## src/rtl/btn_debounce_pkg.sv

```systemverilog
// rtl/btn_debounce_pkg.sv - shared types and constants for the button debouncer
package btn_debounce_pkg;

  localparam int BTN_CNT_W = 32;

  typedef enum logic [1:0] {
    IDLE        = 2'd0,
    PRESS_CHK   = 2'd1,
    HELD        = 2'd2,
    RELEASE_CHK = 2'd3
  } btn_state_t;

endpackage

```

## src/rtl/btn_debounce_if.sv

```systemverilog
// rtl/btn_debounce_if.sv - button pin and conditioned outputs bundle
interface btn_debounce_if;

  logic       btn_raw;
  logic       btn_level;
  logic       press_pulse;
  logic       release_pulse;
  logic [7:0] press_count;

  // master = debouncer side, slave = pin driver / downstream consumer side
  modport master (
    input  btn_raw,
    output btn_level,
    output press_pulse,
    output release_pulse,
    output press_count
  );

  modport slave (
    output btn_raw,
    input  btn_level,
    input  press_pulse,
    input  release_pulse,
    input  press_count
  );

endinterface

```

## src/rtl/btn_debounce_sync_2ff.sv

```systemverilog
// rtl/btn_debounce_sync_2ff.sv - two-flop synchroniser with configurable reset level
module sync_2ff #(
  parameter bit RESET_VAL = 1'b0
) (
  input  logic clk,
  input  logic reset,
  input  logic d,
  output logic q
);

  logic meta;

  always_ff @(posedge clk) begin
    if (reset) begin
      meta <= RESET_VAL;
      q    <= RESET_VAL;
    end else begin
      meta <= d;
      q    <= meta;
    end
  end

endmodule

```

## src/rtl/btn_debounce.sv

```systemverilog
// rtl/btn_debounce.sv - push-button debouncer with press/release strobes.
// Optional auto-repeat of press_pulse while held: BTN_DEBOUNCE_AUTOREPEAT_EN.
module btn_debounce
  import btn_debounce_pkg::*;
#(
  parameter int DEBOUNCE_CYCLES = 500000,
  parameter int ACTIVE_LOW      = 1,
  parameter int REPEAT_DELAY    = 50000000,
  parameter int REPEAT_PERIOD   = 25000000
) (
  input  logic          clk,
  input  logic          reset,
  btn_debounce_if.master bus
);

  localparam bit IDLE_LVL = (ACTIVE_LOW != 0);
  localparam bit SINGLE   = (DEBOUNCE_CYCLES == 1);
  // The sample that leaves IDLE/HELD is the first stable one, so the CHK
  // state only needs DEBOUNCE_CYCLES-1 further samples.
  localparam logic [BTN_CNT_W-1:0] CNT_LAST =
    BTN_CNT_W'((DEBOUNCE_CYCLES >= 2) ? (DEBOUNCE_CYCLES - 2) : 0);

  if (DEBOUNCE_CYCLES < 1 || REPEAT_DELAY < 1 || REPEAT_PERIOD < 1) begin : g_bad_param
    $error("btn_debounce: cycle parameters must be at least 1");
  end

  logic                 raw_sync;
  logic                 s;
  btn_state_t           state, state_d;
  logic [BTN_CNT_W-1:0] cnt;
  logic                 press_fsm;
  logic                 release_fsm;
  logic                 rep_fire;

  logic                 level_q;
  logic                 press_q;
  logic                 release_q;
  logic [7:0]           count_q;

  sync_2ff #(.RESET_VAL(IDLE_LVL)) u_sync (
    .clk   (clk),
    .reset (reset),
    .d     (bus.btn_raw),
    .q     (raw_sync)
  );

  assign s = raw_sync ^ IDLE_LVL;

  always_ff @(posedge clk) begin
    if (reset) begin
      state <= IDLE;
    end else begin
      state <= state_d;
    end
  end

  always_comb begin
    state_d = state;
    unique case (state)
      IDLE: begin
        if (s) state_d = SINGLE ? HELD : PRESS_CHK;
      end
      PRESS_CHK: begin
        if (!s)                  state_d = IDLE;
        else if (cnt == CNT_LAST) state_d = HELD;
      end
      HELD: begin
        if (!s) state_d = SINGLE ? IDLE : RELEASE_CHK;
      end
      RELEASE_CHK: begin
        if (s)                   state_d = HELD;
        else if (cnt == CNT_LAST) state_d = IDLE;
      end
    endcase
  end

  always_comb begin
    press_fsm   = 1'b0;
    release_fsm = 1'b0;
    if ((state == IDLE || state == PRESS_CHK) && state_d == HELD)
      press_fsm = 1'b1;
    if ((state == HELD || state == RELEASE_CHK) && state_d == IDLE)
      release_fsm = 1'b1;
  end

  always_ff @(posedge clk) begin
    if (reset) begin
      cnt <= '0;
    end else if ((state == PRESS_CHK || state == RELEASE_CHK) && state_d == state) begin
      cnt <= cnt + BTN_CNT_W'(1);
    end else begin
      cnt <= '0;
    end
  end

`ifdef BTN_DEBOUNCE_AUTOREPEAT_EN
  logic [BTN_CNT_W-1:0] rep_timer;
  logic [BTN_CNT_W-1:0] rep_limit;
  logic                 rep_armed;

  assign rep_limit = rep_armed ? BTN_CNT_W'(REPEAT_PERIOD - 1)
                               : BTN_CNT_W'(REPEAT_DELAY - 1);
  // Requiring state_d == HELD drops a repeat that lands on the release edge.
  assign rep_fire  = (state == HELD) && (state_d == HELD) && (rep_timer == rep_limit);

  always_ff @(posedge clk) begin
    if (reset) begin
      rep_timer <= '0;
      rep_armed <= 1'b0;
    end else if (state_d == IDLE || state_d == PRESS_CHK) begin
      rep_timer <= '0;
      rep_armed <= 1'b0;
    end else if (rep_fire) begin
      rep_timer <= '0;
      rep_armed <= 1'b1;
    end else if (state == HELD && state_d == HELD) begin
      rep_timer <= rep_timer + BTN_CNT_W'(1);
    end
  end
`else
  assign rep_fire = 1'b0;
`endif

  always_ff @(posedge clk) begin
    if (reset) begin
      level_q   <= 1'b0;
      press_q   <= 1'b0;
      release_q <= 1'b0;
      count_q   <= 8'd0;
    end else begin
      level_q   <= (state_d == HELD) || (state_d == RELEASE_CHK);
      press_q   <= press_fsm | rep_fire;
      release_q <= release_fsm;
      if (press_fsm) count_q <= count_q + 8'd1;
    end
  end

  assign bus.btn_level     = level_q;
  assign bus.press_pulse   = press_q;
  assign bus.release_pulse = release_q;
  assign bus.press_count   = count_q;

endmodule

```

## src/flat_wrapper.sv

```systemverilog
// flat-port wrapper written by rule: the top's interface ports become plain ports
module btn_debounce_flat import btn_debounce_pkg::*;
#(
  parameter int DEBOUNCE_CYCLES = 500000,
  parameter int ACTIVE_LOW      = 1,
  parameter int REPEAT_DELAY    = 50000000,
  parameter int REPEAT_PERIOD   = 25000000
)
  (clk, reset, bus_btn_raw, bus_btn_level, bus_press_pulse, bus_release_pulse, bus_press_count);
  btn_debounce_if bus_i ();
  input  logic clk;
  input  logic reset;
  input wire logic [$bits(bus_i.btn_raw)-1:0] bus_btn_raw;
  output wire logic [$bits(bus_i.btn_level)-1:0] bus_btn_level;
  output wire logic [$bits(bus_i.press_pulse)-1:0] bus_press_pulse;
  output wire logic [$bits(bus_i.release_pulse)-1:0] bus_release_pulse;
  output wire logic [$bits(bus_i.press_count)-1:0] bus_press_count;
  assign bus_i.btn_raw = bus_btn_raw;
  assign bus_btn_level = bus_i.btn_level;
  assign bus_press_pulse = bus_i.press_pulse;
  assign bus_release_pulse = bus_i.release_pulse;
  assign bus_press_count = bus_i.press_count;
  btn_debounce #(.DEBOUNCE_CYCLES(DEBOUNCE_CYCLES), .ACTIVE_LOW(ACTIVE_LOW), .REPEAT_DELAY(REPEAT_DELAY), .REPEAT_PERIOD(REPEAT_PERIOD)) u_core (.clk(clk), .reset(reset), .bus(bus_i));
endmodule
```

## config.mk

```make
export PLATFORM = sky130hd
export DESIGN_NAME = btn_debounce_flat
export DESIGN_NICKNAME = d
export VERILOG_FILES = /design/src/rtl/btn_debounce_pkg.sv /design/src/rtl/btn_debounce_if.sv /design/src/rtl/btn_debounce_sync_2ff.sv /design/src/rtl/btn_debounce.sv /design/src/flat_wrapper.sv
export SDC_FILE = /design/constraint.sdc
export NUM_CORES = 1
export LEC_CHECK = 0
export CORE_ASPECT_RATIO = 1.75
export CORE_UTILIZATION = 50
export DETAILED_ROUTE_END_ITERATION = 12
export PLACE_DENSITY_LB_ADDON = 0.12
export SYNTH_ARGS = -nofsm -noshare
export SYNTH_HDL_FRONTEND = slang
export SYNTH_SLANG_ARGS = --single-unit
```

## constraint.sdc

```tcl
create_clock -name clk -period 2.4 [get_ports clk]
set_input_delay 0.48 -clock clk [delete_from_list [all_inputs] [get_ports clk]]
set_output_delay 0.48 -clock clk [all_outputs]
set_load 0.01 [all_outputs]
```

# Word level (Yosys, flattened, before mapping)
# Cells that the tools add are included.
# Widths: inputs -> output; s select.
dict set report classes {
  n_addsub 2
  eq_ne 7
  muxes 9
  bitwise_logic 1
  reduce_logical 10
}
# operator count
set ops {}
lappend ops {{$add 32x1->32 const B} 1}
lappend ops {{$eq 32x19->1 const B} 1}
lappend ops {{$mux 2} 6}
lappend ops {{$add 8x1->8 const B} 1}
lappend ops {{$eq 2x2->1 const B} 4}
lappend ops {{$pmux 2 s4} 1}
lappend ops {{$logic_not 2->1} 2}
lappend ops {{$logic_or 1x1->1} 4}
lappend ops {{$logic_and 1x1->1} 3}
lappend ops {{$eq 2x1->1 const B} 1}
lappend ops {{$eq 2x2->1} 1}
lappend ops {{$mux 1} 2}
lappend ops {{$reduce_or 2->1} 1}
lappend ops {{$not 1->1} 1}
dict set report totals {
  register_bits 47
  input_bits 3
  out_inout_bits 11
  word_cells 37
}

# Logic depth before layout (Yosys ltp)
dict set report depth {
  depth_word 8
  depth_mapped 7
  depth_no_buf 6
}

# Cells and area by module
# From an unflattened synthesis, not the netlist that was laid out.
dict set report hier_totals {
  cells_unflattened 264
  area_unflattened_um2 2312.2
}
# module instances cells_per_inst area_each_um2 seq_area_each_um2
set modules_own_cells {}
lappend modules_own_cells {btn_debounce 1 260 2259.7 900.9}
lappend modules_own_cells {sync_2ff 1 4 52.6 40.0}

# Worst setup path after synthesis
# Ideal clock, no wire load.
dict set report synth_timing {
  path_kind {register to register}
  from {reg u_core.cnt[0]}
  to {reg u_core.cnt[30]}
  setup_ns 0.086
  arrival_time_ns 2.001
  t_required_ns 2.314
  setup_slack_ns 0.313
  stages_incl_launch_ff 6
  cell_sequence {dfxtp_1 > ha_1 > nand3_2 > or4_4 > or4_1 > a211oi_1}
}
dict set report synth_between {
  elab_chain_len 8
}
# element line
set synth_rtl {}
lappend synth_rtl {{from (decl)} btn_debounce.sv:30} ;# logic [BTN_CNT_W-1:0] cnt;
lappend synth_rtl {{from (signal assigned)} btn_debounce.sv:90} ;# cnt <= cnt + BTN_CNT_W'(1);
lappend synth_rtl {{$eq 32x19->1} {btn_debounce.sv:65, btn_debounce.sv:72}}
lappend synth_rtl {{$mux 2 (on tied branches)} {btn_debounce.sv:72, btn_debounce.sv:65}}
lappend synth_rtl {{$mux 2 (on tied branches)} {btn_debounce.sv:71, btn_debounce.sv:64}}
lappend synth_rtl {{$pmux 2 s4} btn_debounce.sv:59} ;# unique case (state)
lappend synth_rtl {{$eq 2x2->1} btn_debounce.sv:89} ;# end else if ((state == PRESS_CHK || state == RELEASE_CHK) && state_d == state) begin
lappend synth_rtl {{$logic_and 1x1->1} btn_debounce.sv:89}
lappend synth_rtl {{$not 1->1 (no line)} -}
lappend synth_rtl {{$reduce_or 2->1 (no line)} -}
# Parallel ways exist; a longest one is shown, timed or not.
# A chain may end at the register's enable or synchronous reset.

# Worst setup path after layout
# Ends and elaborated chain as after synthesis.

==> flow_summary.ini <==
[status]
outcome = finished, final reports clean

[synthesis]
muxShareOfSynthArea = 0.0415
synth_cells = 269
xor_xnor_fraction_of_synth_area = 0.0558
synthesized_nets = 275
ys_seq_area_frac = 0.400
synth.yosys.warnings = 0
postSynthAreaPerCell_um2 = 8.75
synth.top_cell.area_share = 0.400
synth-simple-area-share = 0.347
largest_family_of_logic_cells_by_synthesized_area = simple AND/OR/NAND/NOR gates
ys_types = 35
synth-adder-area-share = 0.0159
synth-compound-area-share = 0.0999
synthTopCellsByArea = sky130_fd_sc_hd__dfxtp_1, sky130_fd_sc_hd__nor3_1, sky130_fd_sc_hd__a211oi_1, sky130_fd_sc_hd__xnor2_1, sky130_fd_sc_hd__nor4_1
postSynthRegisterBits = 47
area_leader_netlist = sky130_fd_sc_hd__dfxtp_1
post_synth_instance_area_um2 = 2350

[worst_setup_path]
timing.critical_path.arrival_ps = 2410
timing.setup.critical_path_class = flip-flop to flip-flop
crit_slowest_cell = sky130_fd_sc_hd__or4_4
worstPathCellList = ha_1 > nand3_2 > or4_4 > or4_1 > a211oi_1
setup.worst_path.start_class = flip-flop
timing.critical_path.fanout_max = 16
cp-end-kind = flip-flop
cp_data_required_time_ps = 2620
critical-path-max-stage-delay_ps = 640

[sta]
setup_violations = 0
max_freq_mhz = 455
timing_hold_violations_final = 0
fin_worst_hold_slack_ps = 424
period_minus_slack_ps = 2200
rsz0062_at_grt = false
clock_skew_ps = 6.75
slew-limit-headroom = 0.673
setup-tns-final_ps = 0
slew_viol_final = 0
layout_worst_path_cycle_share = 0.915
worst_pin_slew_ps = 490

[cts]
clkTransAtPathRegs_ps = 90
buffer_count_from_post_cts_setup_fixing = 0
cts_bufs_inserted = 5
tritoncts = yes
htree_levels = 2
cts.root.buffer_cell = sky130_fd_sc_hd__clkbuf_8
postCtsHoldBufs = 0
cts_max_path_buffers = 2
cts_repair_resize_count = 0
clock_latency_ps = 300
clock_sinks = 47

[drt]
final_antenna_net_count = 0
avgRoutedWirePerCell_um = 15.4
detail_route.vias_per_cell = 6.29
totalWireLength_um = 5110
num_vias = 2095
detail_route.first_pass.iterations = 4
remaining_drc_errors = 0
dr.first_iter.drc_count = 34

[die]
chipWidth_um = 53.9
top_level_ports = 14
placement_rows = 32
dieArea_um2 = 5000
core_area_um2 = 4440
start_util = 0.530
die_h_um = 92.8

[power]
share_comb_of_total_power = 0.013
power_density_nw_per_um2 = 476
peak_ir_drop_on_the_vdd_network_uv = 410
p_leak_uw = 0.000754
p_clk_frac = 0.365
power.share.switching = 0.214
internal-power_uw = 988
p_seq_frac = 0.622
switchingPower_uw = 270

[finish]
design.final.nets = 287
final_layout_size_suffix_gt1_frac = 0.0851
layout_common_cells = sky130_fd_sc_hd__dfxtp_1, sky130_fd_sc_hd__nor3_1, sky130_fd_sc_hd__a211oi_1
layout.cells.most_common = sky130_fd_sc_hd__dfxtp_1
area.growth.synth_to_final_pct = 12.2
n_antenna_cell = 0

[placed_design]
place.gp.congestion = 0.836
dp_hpwl_um = 3600
port_buffers = 13

[global_routing]
grt_pass1_wl_um = 8710
number_of_global_route_vias_before_repair = 1940
groute.usage.overall = 0.232
pin_count_of_the_biggest_net_entering_global_routing = 32
number_of_antenna_violations_at_the_first_check_in_global_routing = 0
grt_overflow = 0

[flow_run]
max-cap-violations = 0

[hold_path]
holdCritPathClass = flip-flop to flip-flop
## cells in the mapped netlist
cell type                  number
sky130_fd_sc_hd__nand2b_1       1
sky130_fd_sc_hd__nor4bb_1       3
sky130_fd_sc_hd__dfxtp_1       47
sky130_fd_sc_hd__a211oi_1      15
sky130_fd_sc_hd__buf_2          4
sky130_fd_sc_hd__nand4_1       12
sky130_fd_sc_hd__nor3b_1        1
sky130_fd_sc_hd__nand3_1       13
sky130_fd_sc_hd__nand4_2        1
sky130_fd_sc_hd__xnor2_1       10
sky130_fd_sc_hd__nand2_1       13
sky130_fd_sc_hd__inv_1          8
sky130_fd_sc_hd__nor2_1         8
sky130_fd_sc_hd__or4_4          2
sky130_fd_sc_hd__and4_1         7
sky130_fd_sc_hd__o31ai_1        8
sky130_fd_sc_hd__xor2_1         5
sky130_fd_sc_hd__mux2i_1        3
sky130_fd_sc_hd__mux2_1         6
sky130_fd_sc_hd__o211ai_1       1
sky130_fd_sc_hd__or2_2          3
sky130_fd_sc_hd__or3_1         11
sky130_fd_sc_hd__o21ai_1        9
sky130_fd_sc_hd__ha_1           3
sky130_fd_sc_hd__and4b_1        1
sky130_fd_sc_hd__nor4b_1        3
sky130_fd_sc_hd__nor3_1        29
sky130_fd_sc_hd__nor4_1        13
sky130_fd_sc_hd__and3_1         1
sky130_fd_sc_hd__nor2b_1        6
sky130_fd_sc_hd__a21oi_1        2
sky130_fd_sc_hd__nand3_2        1
sky130_fd_sc_hd__buf_1          1
sky130_fd_sc_hd__or4_1          7
sky130_fd_sc_hd__clkbuf_1      11
## power groups by stage
stage	logic [µW]	registers, µW	clock network [µW]
6_report	16.0	782	459
5_1_grt	18.4	783	503
4_1_cts	16.3	783	478
3_5_place_dp	16.3	801	0
3_3_place_gp	15.9	801	0
2_1_floorplan	9.73	800	0
## state kept, by name (all words and copies together), names as in the netlist
| signal | count |
|---|---|
| u_core.bus.btn_level | 1 |
| u_core.bus.press_count | 8 |
| u_core.bus.press_pulse | 1 |
| u_core.bus.release_pulse | 1 |
| u_core.cnt | 32 |
| u_core.state | 2 |
| u_core.u_sync.meta | 1 |
| u_core.u_sync.q | 1 |
## routing by layer
layer	GRT usage	vias up	share of wire
li1	-	1045	-
met1	0.265	1006	0.42
met2	0.406	34	0.53
met3	0.0394	10	0.022
met4	0.0855	0	0.022
met5	0	-	0
## area by class of cell
| type | instances | area (µm²) |
|---|---|---|
| Clock inverter | 3 | 15.0 |
| Tap cell | 51 | 63.8 |
| Fill cell | 410 | 1800 |
| Inverter | 8 | 30.0 |
| Multi-Input combinational cell | 198 | 1320 |
| Clock buffer | 5 | 68.8 |
| Sequential cell | 47 | 941 |
| Timing Repair Buffer | 21 | 203 |
## cells by family after synthesis
family                     Yosys count
adders and majority gates            3
AOI/OAI and AO/OA                   35
DFF                                 47
xor gates and xnor gates            15
buffers and inverters               24
and+or+nand+nor                    136
muxes                                9
## final timing paths
path,start,to,slack [ps],cells after the start
setup reg to reg,u_core.cnt[0]$_SDFF_PP0_,u_core.cnt[30]$_SDFF_PP0_,200,5
hold / removal,u_core.u_sync.meta$_SDFF_PP1_,u_core.u_sync.q$_SDFF_PP1_,420,1
setup / recovery,u_core.cnt[0]$_SDFF_PP0_,u_core.cnt[30]$_SDFF_PP0_,200,5
hold reg to reg,u_core.u_sync.meta$_SDFF_PP1_,u_core.u_sync.q$_SDFF_PP1_,420,1
## critical path, delay by kind of cell (launching register included)
family                   cells  cell delay [ps]
AO/OA/AOI/OAI                1              230
flip-flops                   1              410
adder cells (fa/ha/maj)      1              220
AND/OR/NAND/NOR              3             1250
## stage by stage
step / total power [µW] / area (µm²) / utilization / worst slack, ps / std cells
2_1_floorplan: 810 / 2350 / - / 313 / 269
3_3_place_gp: 817 / 2560 / 0.575 / 253 / 325
3_5_place_dp: 817 / 2560 / 0.575 / 226 / 325
4_1_cts: 1280 / 2640 / 0.594 / 201 / 333
5_1_grt: 1300 / 2640 / 0.594 / 67.0 / 333
6_report: 1260 / 2640 / 0.594 / 203 / 333
Power figures use the tool's default switching activity.
